## src/rtl/fixp_acc_pkg.sv

```systemverilog
// Shared types and helpers for the fixp_acc arbiter slice.
package fixp_acc_pkg;

    typedef enum logic {
        IDLE = 1'b0,
        BUSY = 1'b1
    } arb_state_e;

    // Index width for n items, never less than one bit.
    function automatic int unsigned clog2(input int unsigned n);
        int unsigned w;
        w = 1;
        while ((32'd1 << w) < n) w = w + 1;
        return w;
    endfunction

endpackage

```

## src/rtl/fixp_acc_rr_arb_if.sv

```systemverilog
// Requester-side and datapath-side stream signals of the fixp_acc arbiter.
interface fixp_acc_rr_arb_if #(
    parameter int unsigned NUM_REQ    = 4,
    parameter int unsigned DATA_WIDTH = 32,
    parameter int unsigned ID_WIDTH   = fixp_acc_pkg::clog2(NUM_REQ)
);
    logic [NUM_REQ-1:0]            s_valid;
    logic [NUM_REQ*DATA_WIDTH-1:0] s_data;
    logic [NUM_REQ-1:0]            s_last;
    logic [NUM_REQ-1:0]            s_ready;
    logic                          m_valid;
    logic [DATA_WIDTH-1:0]         m_data;
    logic                          m_last;
    logic [ID_WIDTH-1:0]           m_id;
    logic                          m_ready;

    // master: requesters plus shared datapath; slave: the arbiter itself
    modport master (
        output s_valid, s_data, s_last, m_ready,
        input  s_ready, m_valid, m_data, m_last, m_id
    );
    modport slave (
        input  s_valid, s_data, s_last, m_ready,
        output s_ready, m_valid, m_data, m_last, m_id
    );
endinterface

```

## src/rtl/fixp_rr_pick.sv

```systemverilog
// Round-robin pick: first set request at or after ptr, wrapping around.
module fixp_rr_pick #(
    parameter int unsigned NUM_REQ  = 4,
    parameter int unsigned ID_WIDTH = 2
) (
    input  logic [NUM_REQ-1:0]  req,
    input  logic [ID_WIDTH-1:0] ptr,
    output logic [ID_WIDTH-1:0] idx,
    output logic                found
);
    localparam int unsigned SUM_WIDTH = ID_WIDTH + 1;

    logic [NUM_REQ-1:0]   rot;
    logic [ID_WIDTH-1:0]  ofs;
    logic [SUM_WIDTH-1:0] sum;

    always_comb begin
        rot = NUM_REQ'({req, req} >> ptr);
        ofs = '0;
        for (int i = NUM_REQ - 1; i >= 0; i--) begin
            if (rot[i]) ofs = ID_WIDTH'(i);
        end
        sum   = SUM_WIDTH'(ptr) + SUM_WIDTH'(ofs);
        idx   = (sum >= SUM_WIDTH'(NUM_REQ)) ? ID_WIDTH'(sum - SUM_WIDTH'(NUM_REQ))
                                             : ID_WIDTH'(sum);
        found = |req;
    end
endmodule

```

## src/rtl/fixp_acc_rr_arb.sv

```systemverilog
// Packet-locked round-robin arbiter in front of the shared fixp_acc datapath.
// FIXP_ARB_OUT_REG_EN adds a registered 2-entry skid buffer on the datapath side.
module fixp_acc_rr_arb
    import fixp_acc_pkg::*;
#(
    parameter int unsigned NUM_REQ    = 4,
    parameter int unsigned DATA_WIDTH = 32
) (
    input  logic              axis_aclk,
    input  logic              axis_aresetn,
    fixp_acc_rr_arb_if.slave  bus,
    output logic              busy
);
    localparam int unsigned ID_WIDTH = clog2(NUM_REQ);
    localparam logic [ID_WIDTH-1:0] LAST_ID = ID_WIDTH'(NUM_REQ - 1);

    arb_state_e            state;
    logic [ID_WIDTH-1:0]   rr_ptr;
    logic [ID_WIDTH-1:0]   grant_id;
    logic [ID_WIDTH-1:0]   pick_id;
    logic                  pick_found;
    logic                  sel_valid;
    logic                  sel_last;
    logic [DATA_WIDTH-1:0] sel_data;
    logic                  ready_sel;
    logic                  accept;

    fixp_rr_pick #(
        .NUM_REQ  (NUM_REQ),
        .ID_WIDTH (ID_WIDTH)
    ) u_pick (
        .req   (bus.s_valid),
        .ptr   (rr_ptr),
        .idx   (pick_id),
        .found (pick_found)
    );

    assign busy      = (state == BUSY);
    assign sel_valid = bus.s_valid[grant_id];
    assign sel_last  = bus.s_last[grant_id];
    assign sel_data  = bus.s_data[32'(grant_id) * DATA_WIDTH +: DATA_WIDTH];
    assign accept    = busy && sel_valid && ready_sel;

    // Grant is held until the granted requester's last beat is accepted.
    always_ff @(posedge axis_aclk or negedge axis_aresetn) begin
        if (!axis_aresetn) begin
            state    <= IDLE;
            rr_ptr   <= '0;
            grant_id <= '0;
        end else begin
            case (state)
                IDLE: begin
                    if (pick_found) begin
                        grant_id <= pick_id;
                        state    <= BUSY;
                    end
                end
                BUSY: begin
                    if (accept && sel_last) begin
                        rr_ptr <= (grant_id == LAST_ID) ? '0 : grant_id + ID_WIDTH'(1);
                        state  <= IDLE;
                    end
                end
                default: state <= IDLE;
            endcase
        end
    end

    always_comb begin
        bus.s_ready = '0;
        if (busy && ready_sel) bus.s_ready[grant_id] = 1'b1;
    end

`ifdef FIXP_ARB_OUT_REG_EN
    logic                  v0, v1;
    logic [DATA_WIDTH-1:0] d0, d1;
    logic                  l0, l1;
    logic [ID_WIDTH-1:0]   i0, i1;
    logic                  pop;

    assign ready_sel = !v1;
    assign pop       = v0 && bus.m_ready;

    // Entry 0 is the head and drives the datapath; entry 1 absorbs one stall.
    always_ff @(posedge axis_aclk or negedge axis_aresetn) begin
        if (!axis_aresetn) begin
            v0 <= 1'b0; d0 <= '0; l0 <= 1'b0; i0 <= '0;
            v1 <= 1'b0; d1 <= '0; l1 <= 1'b0; i1 <= '0;
        end else if (accept && !pop) begin
            if (!v0) begin
                v0 <= 1'b1; d0 <= sel_data; l0 <= sel_last; i0 <= grant_id;
            end else begin
                v1 <= 1'b1; d1 <= sel_data; l1 <= sel_last; i1 <= grant_id;
            end
        end else if (!accept && pop) begin
            v0 <= v1; d0 <= d1; l0 <= l1; i0 <= i1;
            v1 <= 1'b0;
        end else if (accept && pop) begin
            if (v1) begin
                d0 <= d1; l0 <= l1; i0 <= i1;
                d1 <= sel_data; l1 <= sel_last; i1 <= grant_id;
            end else begin
                d0 <= sel_data; l0 <= sel_last; i0 <= grant_id;
            end
        end
    end

    always_comb begin
        bus.m_valid = v0;
        bus.m_data  = d0;
        bus.m_last  = l0;
        bus.m_id    = i0;
    end
`else
    assign ready_sel = bus.m_ready;

    always_comb begin
        bus.m_valid = busy && sel_valid;
        bus.m_data  = busy ? sel_data : '0;
        bus.m_last  = busy && sel_last;
        bus.m_id    = grant_id;
    end
`endif

endmodule

```

## src/flat_wrapper.sv

```systemverilog
// flat-port wrapper written by rule: the top's interface ports become plain ports
module fixp_acc_rr_arb_flat import fixp_acc_pkg::*;
#(
    parameter int unsigned NUM_REQ    = 4,
    parameter int unsigned DATA_WIDTH = 32
)
  (axis_aclk, axis_aresetn, busy, bus_s_valid, bus_s_data, bus_s_last, bus_m_ready, bus_s_ready, bus_m_valid, bus_m_data, bus_m_last, bus_m_id);
  fixp_acc_rr_arb_if #(.NUM_REQ(NUM_REQ), .DATA_WIDTH(DATA_WIDTH)) bus_i ();
  input  logic axis_aclk;
  input  logic axis_aresetn;
  output logic busy;
  input wire logic [$bits(bus_i.s_valid)-1:0] bus_s_valid;
  input wire logic [$bits(bus_i.s_data)-1:0] bus_s_data;
  input wire logic [$bits(bus_i.s_last)-1:0] bus_s_last;
  input wire logic [$bits(bus_i.m_ready)-1:0] bus_m_ready;
  output wire logic [$bits(bus_i.s_ready)-1:0] bus_s_ready;
  output wire logic [$bits(bus_i.m_valid)-1:0] bus_m_valid;
  output wire logic [$bits(bus_i.m_data)-1:0] bus_m_data;
  output wire logic [$bits(bus_i.m_last)-1:0] bus_m_last;
  output wire logic [$bits(bus_i.m_id)-1:0] bus_m_id;
  assign bus_i.s_valid = bus_s_valid;
  assign bus_i.s_data = bus_s_data;
  assign bus_i.s_last = bus_s_last;
  assign bus_i.m_ready = bus_m_ready;
  assign bus_s_ready = bus_i.s_ready;
  assign bus_m_valid = bus_i.m_valid;
  assign bus_m_data = bus_i.m_data;
  assign bus_m_last = bus_i.m_last;
  assign bus_m_id = bus_i.m_id;
  fixp_acc_rr_arb #(.NUM_REQ(NUM_REQ), .DATA_WIDTH(DATA_WIDTH)) u_core (.axis_aclk(axis_aclk), .axis_aresetn(axis_aresetn), .bus(bus_i), .busy(busy));
endmodule
```

## config.mk

```make
export PLATFORM = sky130hd
export DESIGN_NAME = fixp_acc_rr_arb_flat
export DESIGN_NICKNAME = d
export VERILOG_FILES = /design/src/rtl/fixp_acc_pkg.sv /design/src/rtl/fixp_acc_rr_arb_if.sv /design/src/rtl/fixp_rr_pick.sv /design/src/rtl/fixp_acc_rr_arb.sv /design/src/flat_wrapper.sv
export SDC_FILE = /design/constraint.sdc
export NUM_CORES = 1
export LEC_CHECK = 0
export BUFFER_PORTS_ARGS = -buffer_cell sky130_fd_sc_hd__buf_4
export CAP_MARGIN = 20
export CORE_AREA = 2 2 71 73
export DETAILED_ROUTE_END_ITERATION = 12
export DIE_AREA = 0 0 73 75
export GPL_TIMING_DRIVEN = 1
export PLACE_DENSITY = 0.81
export SYNTH_ARGS = -nofsm -noshare
export SYNTH_HDL_FRONTEND = slang
export SYNTH_SLANG_ARGS = --single-unit
```

## constraint.sdc

```tcl
create_clock -name axis_aclk -period 2.3 [get_ports axis_aclk]
set_clock_uncertainty 0.1 [all_clocks]
set_input_delay 0.345 -clock axis_aclk [delete_from_list [all_inputs] [get_ports axis_aclk]]
set_output_delay 0.345 -clock axis_aclk [all_outputs]
set_load 0.03 [all_outputs]
```

; ---- Yosys cells after proc, flatten, opt, wreduce, memory -nomap -nowiden
; Cells that the tools add are included.
[totals]
regBits = 5
latchBits = 0
mem_bits_rw = 0
mem_bits_ro = 0
input_bits = 139
out_inout_bits = 41
wordCells = 39
mem_count = 0
[classes]
add_sub_neg = 3
n_mul = 0
div_mod_pow = 0
order_cmp = 3
n_eq_ne = 1
n_shift = 2
mux = 17
bitwise_logic = 1
n_reduce_logical = 9
[ops]
columns = cell, n
row1 = $shiftx A128 B8 Y32, 1
row2 = $mux W32, 1
row3 = $mux W2, 6
row4 = $shr A8 B2 Y4, 1
row5 = $logic_and A1 B1 Y1, 6
row6 = $mux W1, 5
row7 = $bmux W1 S2, 2
row8 = $mux W4, 1
row9 = $reduce_and A2 Y1, 2
row10 = $reduce_or A4 Y1, 1
row11 = $add A2 B2 Y3, 1
row12 = $ge A3 B3 Y1 const B, 1
row13 = $lt A2 B3 Y1 const B, 1
row14 = $add A2 B1 Y2 const B, 1
row15 = $demux W1 S2, 1
row16 = $eq A2 B2 Y1 const B, 1
row17 = $ge A2 B1 Y1 const B, 1
row18 = $pmux W1 S2, 1
row19 = $sub A2 B1 Y2 const B, 1
row20 = $not A1 Y1, 1

; ---- Depth between registers and ports, before layout
; Gate-level depths: netlist of the first run.
[depth]
word_depth = 8
ltp_mapped = 9
mapped_depth_nobuf = 8

; ---- Hierarchy
; A second synthesis of the first run with hierarchy kept.
[hier_totals]
cells_unflattened = 138
hier_area_um2 = 1537.7
[modules_own_cells]
columns = module, instances, cells_per_inst, area_each_um2, seq_area_each_um2
row1 = fixp_acc_rr_arb, 1, 111, 1358.8, 125.1
row2 = fixp_rr_pick, 1, 27, 178.9, 0.0

; ---- Worst setup path before layout of the first run
; OpenSTA, ideal clock, no wires.
[synth_path]
path_kind = register to output
from = reg u_core.grant_id[0] (netlist: u_core.bus.m_id[0])
to = out bus_m_data[10]
t_arrival_ps = 1815
t_required_ps = 1855
setup_slack_ps = 40
stages_incl_launch_ff = 5
n_path_buf = 2
cell_sequence = dfrtp_1 buf_6 buf_2 mux4_2 and2_1
[synth_between]
elab_chain_len = 2
[synth_rtl]
columns = item, line
row1 = from (decl), fixp_acc_rr_arb.sv:19  ; logic [ID_WIDTH-1:0] grant_id;
row2 = from (signal assigned), fixp_acc_rr_arb.sv:54  ; grant_id <= pick_id;
row3 = $shiftx A128 B8 Y32, fixp_acc_rr_arb.sv:41  ; assign sel_data = bus.s_data[32'(grant_id) * DATA_WIDTH +: DATA_WIDTH];
row4 = $mux W32, fixp_acc_rr_arb.sv:119  ; bus.m_data = busy ? sel_data : '0;
row5 = to (decl), flat_wrapper.sv:18  ; output wire logic [$bits(bus_i.m_data)-1:0] bus_m_data;
; No other way between the ends.

; ---- Worst setup path after layout of the first run
[layout_path]
from = reg u_core.grant_id[0] (netlist: u_core.bus.m_id[0])
to = out bus_m_data[29]
; The elaborated chain is that of the path after synthesis.

==> results.json, run 1 <==
{
  "maxSlewHeadroom_pct": 75.7,
  "fin_ws_ns": 0.176,
  "wire_per_inst_um": 17.6,
  "htree_levels": 1,
  "slowest_delay_ns": 0.52,
  "dpl.hpwl_um": 5470,
  "first_pass_iters": 4,
  "grt_pass1_vias": 1900,
  "hp-class": "in2async",
  "fp.coreArea_um2": 4660,
  "die_w_um": 73,
  "ctsLongestPathBuffers": 2,
  "worstRegToRegCells": 5,
  "drive_gt1_share_pct": 73.9,
  "yosysWarnings": 0,
  "cts.sinks": 5,
  "antenna_found_initial": 0,
  "clk_latency_ns": 0.22,
  "io_buffers": 179,
  "cp.arrival_ns": 1.68,
  "die_area_um2": 5480,
  "fmax_ghz": 0.471,
  "area_delta_synth_final_pct": 95.4,
  "vias": 1861,
  "cp-start-kind": "flip-flop",
  "power_leakage_nw": 1.45,
  "crit_chain": "buf_12, mux4_2, and2_1, buf_4",
  "finalMaxSlewViolations": 0,
  "tightestPinTransition_ns": 0.364,
  "worstSetupEndpoint": "bus_m_data[29]",
  "die_h_um": 75,
  "globalRouteOverflowTotal": 0,
  "grt_pass1_wl_um": 9450,
  "fin_nets": 455,
  "critPathCaptureType": "primary output",
  "start_util_pct": 32.9,
  "maxCapViolCount": 0,
  "synth_cell_type_count": 34,
  "ys_ff_latch": 5,
  "status": "completed",
  "rsz0062_at_grt": "false",
  "final_cells": 364,
  "path_class": "reg2out",
  "setup_tns_ns": 0,
  "power.density_nw_per_um2": 1200,
  "final-hold-violation-count": 0,
  "place_congestion": 0.808,
  "period_share_pct": 92.3,
  "crit_path_start": "u_core.bus.m_id[0]",
  "reg2reg_slack_ns": 0.38,
  "crit_fanout": 21,
  "irDropWorstVdd_mv": 0.528,
  "syn-cell-area_um2": 1530,
  "grt_usage_pct": 22.0,
  "cp_data_required_time_ns": 1.86,
  "synth_cells": 133,
  "final_cell_mix": "buf_4, mux4_2, and2_1, ha_1",
  "power_mw": 3.60,
  "r2r_end": "u_core.rr_ptr[1]",
  "wirelength_um": 6390,
  "grt_max_degree": 33,
  "layout_commonest_cell": "buf_4",
  "viasPerCell": 5.11,
  "cts_buffers": 3,
  "postRouteAntennaNets": 0,
  "diodes": 0,
  "cpMaxStageDelayCell": "mux4_2",
  "cts_tree": "done",
  "root_buffer": "clkbuf_8",
  "drtIter0Drc": 66,
  "row_count": 25,
  "boundaryPins": 180,
  "finalCriticalPeriod_ns": 2.12,
  "path_clk_slew_ns": 0.04,
  "seq_area_frac_synth_pct": 8.16,
  "pre_cts_ws_ns": 0.367,
  "syn_nets": 277,
  "cts_setup_buffers": 0,
  "r2r-start": "u_core.bus.m_id[0]",
  "setup_viol": 0,
  "drc": 0,
  "syn-mean-instance-area_um2": 11.5,
  "dp_cells": 359
}
[critical path, delay by kind of cell, from the launching register on]
family / cells / cell delay (ns)
and+or+nand+nor: 1 / 0.17
muxes: 1 / 0.52
DFF: 1 / 0.40
buffers and inverters: 2 / 0.35
[through the flow]
step                hold slack [ns]  util [%]  cell area (um2)
floorplan                   -0.0506         -             1530
global placement             0.0509      63.1             2940
detailed placement           0.0535      63.1             2940
CTS                           0.358      64.3             3000
global route                  0.368      64.3             3000
finish                        0.359      64.3             3000
[worst min path at each step]
stage                             from                 end  slack (ns)  depth (start not counted)
after global routing      axis_aresetn    u_core.rr_ptr[0]        0.37                          2
after floorplan           axis_aresetn  u_core.bus.m_id[0]       -0.05                          0
after detailed placement  axis_aresetn    u_core.rr_ptr[0]        0.05                          1
after global placement    axis_aresetn    u_core.rr_ptr[0]        0.05                          1
final                     axis_aresetn    u_core.rr_ptr[0]        0.36                          2
after CTS                 axis_aresetn    u_core.rr_ptr[0]        0.36                          2
[Yosys cell counts (all sizes together)]
master  count  area share, %
o21ai       3           0.98
mux4       34             50
buf         6            2.9
a21o        1           0.49
a31o        1           0.57
mux2i       1           0.65
nand3       1           0.65
nand4       1           0.41
inv         2           0.49
a31oi       1           0.41
xor2        1           0.57
a21oi       2           0.65
nor3b       2           0.98
and3        4            1.6
nand2       4           0.98
mux2        2            1.5
and2       35             14
nor2        3           0.73
or4b        1           0.90
nor2b       2           0.82
o211ai      1           0.49
nor4        1           0.41
nor3        1           0.33
ha          5            4.1
dfrtp       5            8.2
and2b       2            1.1
nand3b      1           0.49
o21a        1           0.49
clkbuf      8            3.3
o22ai       1           0.41
[area by class of cell]
type                    instances  area [um2]
repair buffers                187        1440
clock buffers                   4        45.0
fillers                       384        1670
inverters                       2        7.51
well taps                      54        67.6
multi-input cells             112        1310
flip-flops and latches          5         126
[logic make-up (layout without fill, tap and decap cells)]
logic type	Yosys count	after routing	share of synthesized area (%)
xor gates and xnor gates	1	1	0.572
AOI/OAI and AO/OA	11	11	4.49
DFF	5	5	8.16
adders and majority gates	5	5	4.08
and+or+nand+nor	58	58	23.9
muxes	37	37	52.1
buffers and inverters	16	193	6.69
[power breakdown]
group | switching, mW | internal [mW] | total [mW]
Combinational | 1.63 | 1.57 | 3.20
Sequential | 0.104 | 0.133 | 0.237
Clock | 0.0438 | 0.119 | 0.163
[per-layer routing]
layer	global-route usage [%]	part of all wire [%]	up-vias
li1	-	-	874
met1	25.9	36	906
met2	41.1	55	77
met3	4.95	7.8	4
met4	3.91	0.64	0
met5	0	0	-
[sequential cells by signal, indices dropped and copies added (netlist names)]
name	flops
u_core.busy	1
u_core.bus.m_id	2
u_core.rr_ptr	2
[repair_timing]
action,CTS,global route
endpoints found under the hold margin,5,0
hold buffers,1,0
resized for setup,0,0
(Power assumes the default switching activity.)
==> run 2, diff against run 1 <==
--- a/config.mk
+++ b/config.mk
@@ -7,11 +7,11 @@
 export LEC_CHECK = 0
 export BUFFER_PORTS_ARGS = -buffer_cell sky130_fd_sc_hd__buf_4
 export CAP_MARGIN = 20
-export CORE_AREA = 2 2 71 73
+export CORE_MARGIN = 5
+export CORE_UTILIZATION = 34
 export DETAILED_ROUTE_END_ITERATION = 12
-export DIE_AREA = 0 0 73 75
 export GPL_TIMING_DRIVEN = 1
-export PLACE_DENSITY = 0.81
+export PLACE_DENSITY = 0.84
 export SYNTH_ARGS = -nofsm -noshare
 export SYNTH_HDL_FRONTEND = slang
 export SYNTH_SLANG_ARGS = --single-unit
==> run 2 against run 1 <==
Effect of this change:
- combinational power about the same
- flip-flop and latch count is the same
- routed wire length grew 7.2%
- fmax is 4.2% lower
- setup slack lost 0.094 ns
- final area fell by 0.25%
- critical endpoint is now bus_m_data[28]
- sequential power shrank 7%
- via count shrank 0.97%
- core utilization rose by 4.4 points
- hold slack lost 0.020 ns
- critical path depth is the same
==> results.json, run 2 (synthesis gave the netlist of run 1 again) <==
{
  "clk_latency_ns": 0.22,
  "setup_viol": 0,
  "cpMaxStageDelayCell": "dfrtp_2",
  "slowest_delay_ns": 0.50,
  "viasPerCell": 5.08,
  "final_cells": 363,
  "hold_buffers": 1,
  "r2r-start": "u_core.rr_ptr[1]",
  "ctsLongestPathBuffers": 2,
  "critPathCaptureType": "primary output",
  "vias": 1843,
  "htree_levels": 1,
  "place_congestion": 0.824,
  "hp-class": "in2reg",
  "period_share_pct": 96.4,
  "rsz0062_at_grt": "false",
  "cp_data_required_time_ns": 1.86,
  "start_util_pct": 35.2,
  "path_class": "reg2out",
  "io_buffers": 179,
  "dp_cells": 358,
  "dpl_cell_area_um2": 2930,
  "power.density_nw_per_um2": 1200,
  "drtIter0Drc": 75,
  "cp_num_buf_inv": 2,
  "status": "completed",
  "cts-resized-gates": 0,
  "drc": 0,
  "crit_chain": "buf_12, mux4_2, and2_1, buf_4",
  "fp.coreArea_um2": 4350,
  "cts_tree": "done",
  "grt_pass1_vias": 1946,
  "final_cell_mix": "buf_4, mux4_2, and2_1, ha_1",
  "grt_pass1_wl_um": 10600,
  "wire_per_inst_um": 18.9,
  "wirelength_um": 6850,
  "cp-start-kind": "flip-flop",
  "grt_usage_pct": 21.9,
  "maxSlewHeadroom_pct": 80.9,
  "cts_setup_buffers": 0,
  "layout_commonest_cell": "buf_4",
  "final-hold-violation-count": 0,
  "first_pass_iters": 4,
  "diodes": 0,
  "tightestPinTransition_ns": 0.285,
  "cts.sinks": 5,
  "postRouteAntennaNets": 0,
  "maxCapViolCount": 0,
  "globalRouteOverflowTotal": 0,
  "irDropWorstVdd_mv": 0.525,
  "pre_cts_ws_ns": 0.300,
  "finalMaxSlewViolations": 0,
  "drive_gt1_share_pct": 74.0,
  "final_area_um2": 2990,
  "dpl.hpwl_um": 5960,
  "power_leakage_nw": 1.45,
  "area_delta_synth_final_pct": 94.9,
  "crit_path_start": "u_core.bus.m_id[0]",
  "crit_fanout": 16,
  "boundaryPins": 180,
  "cp_top_family": "flip-flops",
  "finalCriticalPeriod_ns": 2.22,
  "antenna_found_initial": 0,
  "fin_ws_ns": 0.0821,
  "cp.arrival_ns": 1.77,
  "die_area_um2": 5950,
  "path_clk_slew_ns": 0.04,
  "die_w_um": 77.1,
  "hp-start": "bus_m_ready",
  "setup_tns_ns": 0,
  "row_count": 24,
  "cts_buffers": 3,
  "die_h_um": 77.1,
  "grt_max_degree": 23,
  "fmax_ghz": 0.451,
  "root_buffer": "clkbuf_8",
  "fin_nets": 456
}
[run 2: cell types whose count changed in the layout (fill, tap and decap cells not counted)]
cell / change
buf_12: -1
buf_4: +2
[run 2: report_power, final]
group / switching, mW / total, mW / internal [mW]
logic: 1.63 / 3.19 / 1.55
registers: 0.0867 / 0.220 / 0.134
clock network: 0.0449 / 0.164 / 0.119
[run 2: path summary, 6_finish.rpt]
path | end | slack (ns) | cells after the start
max reg2reg | u_core.bus.m_id[1] | 0.44 | 8
min reg2reg | u_core.rr_ptr[0] | 0.58 | 1
min in group asynchronous | u_core.rr_ptr[1] | 0.36 | 2
min | u_core.busy | 0.34 | 3
max | bus_m_data[28] | 0.08 | 4
max in group asynchronous | u_core.bus.m_id[0] | 1.62 | 2
[run 2: metrics by stage]
| step | util, % | hold slack [ns] | total power, mW |
|---|---|---|---|
| floorplan | - | -0.0506 | 2.37 |
| global placement | 67.4 | 0.0504 | 3.39 |
| detailed placement | 67.4 | 0.0541 | 3.44 |
| CTS | 68.6 | 0.340 | 3.61 |
| global route | 68.6 | 0.369 | 3.80 |
| finish | 68.6 | 0.339 | 3.57 |
[run 2: final cells by class]
| type | instances | area (um2) |
|---|---|---|
| flip-flops and latches | 5 | 126 |
| well taps | 52 | 65.1 |
| inverters | 2 | 7.51 |
| multi-input cells | 112 | 1310 |
| repair buffers | 188 | 1440 |
| fillers | 340 | 1370 |
| clock buffers | 4 | 45.0 |
[run 2: metal layers]
metal  up-vias  global-route usage, %  share of wire (%)
li1        877                      -                  -
met1       863                   25.2                 36
met2        87                   40.1                 54
met3        16                   5.27                7.7
met4         0                   5.50                2.4
met5         -                      0                  0
[run 2: tightest hold or removal path, stage by stage]
cell and delay [ns]:
buf_4 0.13, nand2_1 0.05, a21o_1 0.10
==> run 3, diff against run 2 <==
--- a/config.mk
+++ b/config.mk
@@ -14,4 +14,5 @@
 export PLACE_DENSITY = 0.84
 export SYNTH_ARGS = -nofsm -noshare
 export SYNTH_HDL_FRONTEND = slang
+export SYNTH_HIERARCHICAL = 1
 export SYNTH_SLANG_ARGS = --single-unit
==> run 3 against run 2 <==
Effect of this change:
- register-to-register slack improved by 0.03 ns
- non-clock buffer count shrank 2
- routed wire length grew 0.31%
- power is 4.4% lower
- count of clock-buffer cells in the layout did not move
- core utilization decreased by 0.24 points
- final area up 0.34%
- fmax rose by 3.9%
- critical endpoint is now bus_m_valid
- highest routed layer unchanged
==> results.json, run 3 <==
{
  "status": "completed",
  "critPathCaptureType": "primary output",
  "postRouteAntennaNets": 0,
  "synth_area_leaders": "mux4_2, and2_1, dfrtp_1",
  "antenna_found_initial": 0,
  "tightestPinTransition_ns": 0.337,
  "syn_nets": 282,
  "cp_num_buf_inv": 2,
  "dpl_cell_area_um2": 2940,
  "maxCapViolCount": 0,
  "viasPerCell": 5.16,
  "syn-mean-instance-area_um2": 11.1,
  "cts_buffers": 3,
  "period_share_pct": 92.8,
  "power.density_nw_per_um2": 1140,
  "p_sw_mw": 1.69,
  "io_buffers": 179,
  "cpMaxStageDelayCell": "mux4_2",
  "die_w_um": 77.3,
  "clk_latency_ns": 0.22,
  "synth_ff_type": "dfrtp_1",
  "cts_tree": "done",
  "cts.sinks": 5,
  "synth.top_cell.area_share_pct": 48.3,
  "synth_cells": 138,
  "seq_area_frac_synth_pct": 8.14,
  "syn-cell-area_um2": 1540,
  "drive_gt1_share_pct": 71.7,
  "final_cell_mix": "buf_4, mux4_2, and2_1, nand2_1",
  "row_count": 24,
  "place_congestion": 0.873,
  "swShare_pct": 49.3,
  "wirelength_um": 6870,
  "dpl.hpwl_um": 5910,
  "drtIter0Drc": 74,
  "first_pass_iters": 4,
  "setup_tns_ns": 0,
  "hold_slack_ns": 0.358,
  "met1_length_um": 2330,
  "grt_pass1_vias": 2040,
  "fin_nets": 460,
  "cp.arrival_ns": 1.69,
  "slowest_delay_ns": 0.54,
  "layout_commonest_cell": "buf_4",
  "irDropWorstVdd_mv": 0.839,
  "reg2reg_slack_ns": 0.47,
  "final_area_um2": 3000,
  "worstRegToRegCells": 9,
  "maxSlewHeadroom_pct": 77.5,
  "diodes": 0,
  "dr_wl_met2_um": 3970,
  "power_leakage_nw": 1.43,
  "ctsLongestPathBuffers": 2,
  "finalCriticalPeriod_ns": 2.14,
  "cp_data_required_time_ns": 1.86,
  "grt_usage_pct": 21.8,
  "async_flop_share_pct": 100,
  "path_depth": 4,
  "yosysWarnings": 6,
  "vias": 1892,
  "dr.max_layer_used": "met4",
  "finalMaxSlewViolations": 0,
  "wl_met3_um": 490,
  "fp.coreArea_um2": 4380,
  "htree_levels": 1,
  "fmax_ghz": 0.468,
  "pwr-share-clk_pct": 4.7,
  "cts_setup_buffers": 0,
  "final-hold-violation-count": 0,
  "area_delta_synth_final_pct": 95.0,
  "die_h_um": 77.3,
  "start_util_pct": 35.1,
  "power_frac_comb_pct": 89.5,
  "boundaryPins": 180,
  "path_clk_slew_ns": 0.04,
  "setup_viol": 0,
  "synth_cell_type_count": 31,
  "crit_chain": "buf_12, mux4_2, and2_1, buf_4",
  "p_int_mw": 1.73,
  "drc": 0,
  "rsz0062_at_grt": "false",
  "yosysTopAreaCell": "mux4_2",
  "wire_per_inst_um": 18.7,
  "seqPwrFrac_pct": 5.8,
  "die_area_um2": 5970,
  "path_class": "reg2out",
  "cp-start-kind": "flip-flop",
  "synth_edf_count": 0,
  "root_buffer": "clkbuf_8",
  "grt_pass1_wl_um": 10500,
  "globalRouteOverflowTotal": 0,
  "grt_max_degree": 34,
  "cp_top_family": "multiplexers",
  "crit_fanout": 19,
  "hp-class": "in2async",
  "synth_common_cells": "and2_1, mux4_2, nand2_1",
  "ys_ff_latch": 5
}
run 3: changes by cell type after synthesis, moves of 2 or more:
| cell | delta |
|---|---|
| clkbuf_1 | -2 |
| mux2_1 | -2 |
| nor3_1 | +3 |
| mux2i_1 | +2 |
| and2b_2 | -2 |
| nand2b_1 | +2 |
| nand2_1 | +3 |
| buf_6 | +2 |
| clkbuf_8 | -2 |
| mux2_4 | +2 |
run 3: worst reg2reg max path, delay by kind of cell (launching register included):
kind,cells,cell delay [ns]
simple gates,3,0.27
compound gates,3,0.34
fa+ha+maj,1,0.22
xor+xnor,2,0.29
flops,1,0.49
run 3: cell families after synthesis:
kind of cell	after synthesis	share of synthesized area [%]
flops	5	8.14
mux	38	52.2
compound gates	11	5.05
simple gates	61	22.9
xor+xnor	2	1.14
buf+inv	16	6.43
fa+ha+maj	5	4.07
run 3: final timing paths:
path                                          from                  to
min in group axis_aclk              bus_s_valid[1]         u_core/busy
max in group asynchronous             axis_aresetn  u_core/bus.m_id[0]
worst min register to register    u_core/rr_ptr[1]    u_core/rr_ptr[1]
worst max register to register    u_core/rr_ptr[0]  u_core/bus.m_id[1]
worst max-delay path            u_core/bus.m_id[0]         bus_m_valid
worst min-delay path                  axis_aresetn    u_core/rr_ptr[1]
run 3: power groups by stage:
stage / combinational [mW] / sequential (mW) / clock (mW)
after global routing: 3.25 / 0.206 / 0.166
after CTS: 3.08 / 0.198 / 0.164
after global placement: 3.03 / 0.196 / 0
after detailed placement: 3.08 / 0.199 / 0
after floorplan: 2.05 / 0.212 / 0
final: 3.05 / 0.200 / 0.160
run 3: cell type report:
| cell class | instances | area, um2 |
|---|---|---|
| clock buffers | 4 | 45.0 |
| fillers | 344 | 1390 |
| inverters | 3 | 11.3 |
| multi-input cells | 117 | 1310 |
| flip-flops and latches | 5 | 126 |
| well taps | 52 | 65.1 |
| repair buffers | 186 | 1440 |
run 3: per-layer routing:
layer	vias up	GRT usage, %
met5	-	0
met4	0	4.47
met3	8	4.57
met2	86	43.0
met1	906	23.1
li1	892	-
run 3: repair_timing:
item | in CTS | in global routing
hold endpoints to repair | 5 | 0
resized for setup | 0 | 0
hold buffers | 1 | 0
run 3: metrics by stage:
step | instances | utilization (%) | setup WS [ns] | power (mW)
6_report | 367 | 68.4 | 0.165 | 3.41
5_1_grt | 367 | 68.4 | 0.101 | 3.62
4_1_cts | 367 | 68.4 | 0.147 | 3.44
3_5_place_dp | 362 | 67.1 | 0.378 | 3.27
3_3_place_gp | 362 | 67.1 | 0.391 | 3.23
2_1_floorplan | 138 | - | 0.162 | 2.26
